### config.mk
export PLATFORM = sky130hd
export DESIGN_NAME = tetris_board
export DESIGN_NICKNAME = d
export VERILOG_FILES = /design/src/rtl/tetris_board.sv
export SDC_FILE = /design/constraint.sdc
export NUM_CORES = 1
export LEC_CHECK = 0
export CORE_AREA = 5 5 241 243
export DETAILED_ROUTE_END_ITERATION = 16
export DIE_AREA = 0 0 246 248
export SYNTH_ARGS = -nofsm -noshare
export SYNTH_HDL_FRONTEND = slang
export SYNTH_SLANG_ARGS = --single-unit
### constraint.sdc
create_clock -name clk -period 5.6 [get_ports clk]
set_input_delay 1.12 -clock clk [delete_from_list [all_inputs] [get_ports clk]]
set_output_delay 1.12 -clock clk [all_outputs]
set_load 0.02 [all_outputs]
### src/rtl/tetris_board.sv
// Playfield occupancy store with a single-cell write/read port
// and a line-clear engine that collapses full rows downward.
module tetris_board #(
    parameter int W  = 10,
    parameter int H  = 20,
    parameter int XW = 4,
    parameter int YW = 5,
    parameter int CW = 5
) (
    input  logic          clk,
    input  logic          resetn,
    input  logic          clr,
    input  logic          we,
    input  logic [XW-1:0] wx,
    input  logic [YW-1:0] wy,
    input  logic          wdata,
    input  logic [XW-1:0] rx,
    input  logic [YW-1:0] ry,
    output logic          rdata,
    input  logic          clear_start,
    output logic          busy,
    output logic          done,
    output logic [CW-1:0] lines_cleared
);

    typedef enum logic [1:0] {
        IDLE,
        SCAN,
        DONE
    } state_t;

    localparam logic [XW-1:0] XMAX = XW'(W - 1);
    localparam logic [YW-1:0] YMAX = YW'(H - 1);

    state_t        state;
    logic [W-1:0]  board [H];
    logic [YW-1:0] r;
    logic [CW-1:0] c;

    logic row_full;
    logic wr_ok;
    logic rd_ok;

    assign row_full = &board[r];
    assign wr_ok    = we && (state == IDLE) && (wx <= XMAX) && (wy <= YMAX);
    assign rd_ok    = (rx <= XMAX) && (ry <= YMAX);
    assign rdata    = rd_ok ? board[ry][rx] : 1'b0;
    assign busy     = (state != IDLE);

    always_ff @(posedge clk or negedge resetn) begin
        if (!resetn) begin
            for (int i = 0; i < H; i++) begin
                board[i] <= '0;
            end
            state         <= IDLE;
            r             <= '0;
            c             <= '0;
            done          <= 1'b0;
            lines_cleared <= '0;
        end else if (clr) begin
            for (int i = 0; i < H; i++) begin
                board[i] <= '0;
            end
            state         <= IDLE;
            r             <= '0;
            c             <= '0;
            done          <= 1'b0;
            lines_cleared <= '0;
        end else begin
            done <= 1'b0;
            unique case (state)
                IDLE: begin
                    if (wr_ok) begin
                        board[wy][wx] <= wdata;
                    end
                    if (clear_start) begin
                        r     <= YMAX;
                        c     <= '0;
                        state <= SCAN;
                    end
                end
                SCAN: begin
                    // r stays put after a shift so the row dropped in is rechecked
                    if (row_full) begin
                        for (int k = 1; k < H; k++) begin
                            if (k <= int'(r)) begin
                                board[k] <= board[k-1];
                            end
                        end
                        board[0] <= '0;
                        c        <= c + 1'b1;
                    end else if (r == '0) begin
                        state         <= DONE;
                        done          <= 1'b1;
                        lines_cleared <= c;
                    end else begin
                        r <= r - 1'b1;
                    end
                end
                DONE: begin
                    state <= IDLE;
                end
                default: begin
                    state <= IDLE;
                end
            endcase
        end
    end

endmodule

# ---- Word-level counts from Yosys, hierarchy flattened
# Index checks and enable logic that the tools add are counted.
dict set report totals {
  regBits 218
  in_bits 24
}
dict set report classes {
  n_addsub 2
  reduce_logical 37
  magnitude_cmp 30
  eq_ne 27
  mux 59
  bitwise 3
}
# op n
set ops {}
lappend ops {{two-way mux 200 bit} 3}
lappend ops {{one-hot mux 200 bit (2 select lines)} 1}
lappend ops {{two-way mux 10 bit} 24}
lappend ops {{bitwise mux 200 bit} 1}
lappend ops {{binary-select mux 10 bit (select 5 bit)} 2}
lappend ops {{AND reduction 4 bit} 20}
lappend ops {{inequality test 3 bit (second input constant)} 25}
lappend ops {{two-way mux 5 bit} 11}
lappend ops {{demux 10 bit (select 5 bit)} 1}
lappend ops {{less-or-equal comparator 4 x 5 -> 1 bit (first input constant)} 8}
lappend ops {{less-or-equal comparator 3 x 5 -> 1 bit (first input constant)} 4}
lappend ops {{less-or-equal comparator 5 bit (first input constant)} 4}
lappend ops {{one-hot mux 5 bit (2 select lines)} 2}
lappend ops {{greater-or-equal comparator 6 bit (second input constant)} 3}
lappend ops {{inverter 5 -> 6 bit} 3}
lappend ops {{AND reduction 3 bit} 4}
lappend ops {{less-or-equal comparator 2 x 5 -> 1 bit (first input constant)} 2}
lappend ops {{less-or-equal comparator 5 bit (second input constant)} 2}
lappend ops {{< comparator 4 x 5 -> 1 bit (second input constant)} 2}
lappend ops {{AND reduction 10 bit} 1}
lappend ops {{less-or-equal comparator 4 bit (second input constant)} 2}
lappend ops {{two-way mux 2 bit} 4}
lappend ops {{two-way mux 1 bit} 7}
lappend ops {{logical AND 1 bit} 6}
lappend ops {{other kinds (14)} 16}

# ---- Longest topological paths before layout
dict set report depth {
  depth_word 10
  ltp_mapped 16
  mapped_depth_nobuf 9
}

# ---- Worst setup path after synthesis
# OpenSTA, ideal clock, no wires.
dict set report synth_timing {
  path_kind {input port to output port}
  start {in ry[0]}
  end {out rdata}
  setup_slack_ns 0.878
  n_path_buf 2
  arrival_time_ns 3.602
  path_stages 8
  cell_sequence {clkbuf_1 -> buf_1 -> mux4_2 -> mux4_2 -> a221oi_1 -> a311oi_1 -> nor4_1 -> a21oi_1}
}
dict set report synth_between {
  elab_chain_len 7
  word_cells_on_any_way 9
  cone_classes {order compare: 1; mux: 6; bitwise: 1; reduce/logical: 1}
}
# item line
set synth_lines {}
lappend synth_lines {{from (decl)} 18} ;# input logic [YW-1:0] ry,
lappend synth_lines {{inverter 5 -> 6 bit (implied by the code)} 47} ;# assign rdata = rd_ok ? board[ry][rx] : 1'b0;
lappend synth_lines {{binary-select mux 10 bit (select 5 bit)} 47}
lappend synth_lines {{two-way mux 10 bit (implied by the code) (2 in a row)} 47}
lappend synth_lines {{binary-select mux 1 bit (select 4 bit)} 47}
lappend synth_lines {{two-way mux 1 bit (implied by the code)} 47}
lappend synth_lines {{two-way mux 1 bit *} 47}
lappend synth_lines {{to (decl)} 19} ;# output logic rdata,
# Every way passes the cells marked *; elsewhere a longest branch is shown, timed or not. The select of a mux whose other input is x is not followed.

# ---- Worst setup path after layout
# Ends and elaborated chain as after synthesis.

==> summary.md <==
| Metric | Value |
|---|---|
| CTS resizes | 0 |
| Final hold vios | 0 |
| Syn Area/Cell | approximately 8.4 sq um |
| Total of max-cap violations | 0 |
| Layout area overhead | 11.7% |
| Relative slew slack | roughly 20% |
| Port-buffer cells | 31 |
| Clock root buffer | clkbuf_16 |
| Commonest cells post-synth | 259 x o21ai_0, 218 x dfrtp_1, 211 x a21oi_1 |
| Post-route cell area | about 18,000 sq um |
| Die Wd | about 250 microns |
| Height of the die | 248 microns |
| Maximum fanout along the worst path | 13 |
| Remaining global-route overflow | 0 |
| RePlAce Congestion | approximately 1 |
| Vias in the first global route | 15,862 |
| Final setup TNS | 0 ps |
| Final Cycle Share | roughly 93% |
| Nature of the critical path endpoint | output pin |
| DRT iter0 DRCs | 2,282 |
| Skew final | ~23 ps |
| RSZ-0062 raised after global routing | no |
| Synth Flop Type | dfrtp_1 |
| Power Total | between 4 and 5 mW |
| Sequential share of the synthesized area | between 30% and 40% |
| Setup crit start kind | primary input |
| Total I/O pin count | 32 |
| Hold slack | about 530 ps |
| First-pass GRT wire length | about 99 mm |
| Bufs and invs on worst path | 3 |
| Post-synth top area share | approximately a third |
| Req. time, crit path | ~4500 ps |
| Hold_buf cts | 0 |
| Number of cells on the critical path | 9 |
| Mapped Nets | approximately 2,000 |
| Top delay family on crit path | buffers and inverters |
| Yosys top cell by area | dfrtp_1 |
| Area post-placement | approximately 17,000 sq um |
| Nets | approximately 1,900 |
| Die Area | 61,000 sq um |
| Clock Sink Count | about 220 |
| N_diodes | 0 |
| H-tree depth | 1 |
| Vias per cell | 6.35 |
| Final Max Slew Viols | 0 |
| Cts bufs inserted | 26 |
| All-Layer GR Usage | 20.7% |
| Slowest stage cell, crit path | clkdlybuf4s50_1 |
| HP Class | flip-flop to flip-flop |
| Routed WL | 65.5 mm |
| Largest net degree at the start of global routing | ~120 |
| Leakage | between 6 and 7 nW |
| Post-synth EDFFs | 0 |
| Status | finished clean |
| Synth warn | 0 |
| Worst ir drop on vdd | about 210 uV |
| Netlist cell types | 53 |
| Fin crit period | approximately 5200 ps |
| # fillers | 5,815 |
| Async SR Flop Fraction | 100% |
| PD cells | about 250 nW/um^2 |
| Kind of critical path | primary input to output pin |
| DPL Wire Length | about 45 mm |
| CTS Buffer Depth | 3 |
| CP arrival | 4080 ps |
| Std-Cell Rows | between 80 and 90 |
| Synth area leaders | dfrtp_1 33%, mux4_2 8.1%, o21ai_0 7.9% |
| FF-to-FF path depth | 12 |
| ANT nets after route | 0 |
| Biggest cell delay along the critical path | 570 ps |
| Slew @ Worst Pin | ~1200 ps |
| Yosys reg bits | roughly 220 |
| Post-CTS Setup Inserts | 0 |
| Core Box Area | roughly 56,000 sq um |
| Via count | 16,687 |
| Most common cell in the netlist | o21ai_0 |
| Initial antenna violation count | 2 |
| Final setup fails | 0 |
| Maximum clock rate | approximately 190 MHz |
| Clk slew on worst S/H paths | 70 ps |
| Cells along the critical path | buf_4, buf_4, mux4_2, mux4_2, a221oi_1, o31a_1, o22a_1, a21oi_1, clkdlybuf4s50_1 |
| WHS Path Cells | 1 |
| Drc violations | 0 |
| Clk_lat worst skew | 570 ps |
| Syn Inst Count | roughly 2,000 |
| Layout cells sized above 1 | about 11% |
| Detailed Routing Iterations Pass 1 | 6 |
| Avg WL per Cell | roughly 25 microns |
| Synthesized cell area | roughly 16,000 sq um |
| CTS tree | yes |
| Initial Util | between 20% and 30% |
## layer usage
layer	vias up	global-route usage, %	wire, microns
li1	7265	-	-
met1	8225	28.0	26300
met2	993	33.0	30000
met3	204	3.16	5910
met4	0	9.24	3270
met5	-	0	0
## worst register-to-register path: cells and delay by family (launching register included)
family | cells | cell delay [ps]
AOI/OAI and AO/OA | 5 | 1560
buffers and inverters | 3 | 1150
and+or+nand+nor | 3 | 840
DFF | 1 | 800
muxes | 1 | 310
## state kept, by name (all words and copies together), names as in the netlist
register,flops
r,5
done,1
c,5
board,200
state,2
lines_cleared,5
## path summary, 6_finish.rpt
kind / startpoint / endpoint / slack (ps)
max in group asynchronous: resetn / board[110] / 3760
setup reg to reg: r[0] / board[90] / 860
setup / recovery: ry[0] / rdata / 400
min in group asynchronous: resetn / board[88] / 640
hold / removal: board[9] / board[9] / 530
hold reg to reg: board[9] / board[9] / 530
## cell families after synthesis
logic type	Yosys count	share of synthesized area (%)
AOI/OAI and AO/OA	894	33.9
and+or+nand+nor	429	11.1
buffers and inverters	225	6.03
DFF	218	33.1
muxes	177	15.3
adders and majority gates	6	0.456
xor gates and xnor gates	1	0.0532
## through the flow
step           cells  setup slack, ps  utilization [%]
2_1_floorplan   1950              878                -
3_3_place_gp    2582              392             31.3
3_5_place_dp    2582              415             31.3
4_1_cts         2629              406             33.0
5_1_grt         2629              256             33.0
6_report        2629              402             33.0
## layout make-up
cell class	instances	area [sq um]	area share, %
Multi-Input combinational cell	1507	10100	55.0
Sequential cell	218	5460	29.7
Tap cell	756	946	5.14
Timing Repair Buffer	94	893	4.86
Clock buffer	36	769	4.18
Clock inverter	11	185	1.01
Inverter	7	26.3	0.143
## cells in the final DEF (no fill, tap or decap), types with 7 or more instances in the layout
master / count
o41ai_1: 58
a22oi_1: 90
clkbuf_16: 27
o22ai_1: 51
buf_12: 9
mux4_2: 59
buf_4: 55
mux2_2: 12
nor2_1: 157
o31ai_1: 150
o31a_1: 23
clkdlybuf4s50_1: 28
and2_1: 7
nand2_1: 170
o21ai_1: 11
nand2b_1: 13
nor3_1: 19
nor2b_1: 14
dfrtp_1: 217
nand3_1: 15
o21a_1: 11
mux2i_1: 106
a21oi_1: 211
o21ai_0: 259
## power by group
part | switching, mW | internal [mW]
sequential | 0.0990 | 1.63
combinational | 0.592 | 0.293
clock | 0.753 | 1.19
total | 1.44 | 3.11
Power figures use the tool's default switching activity.
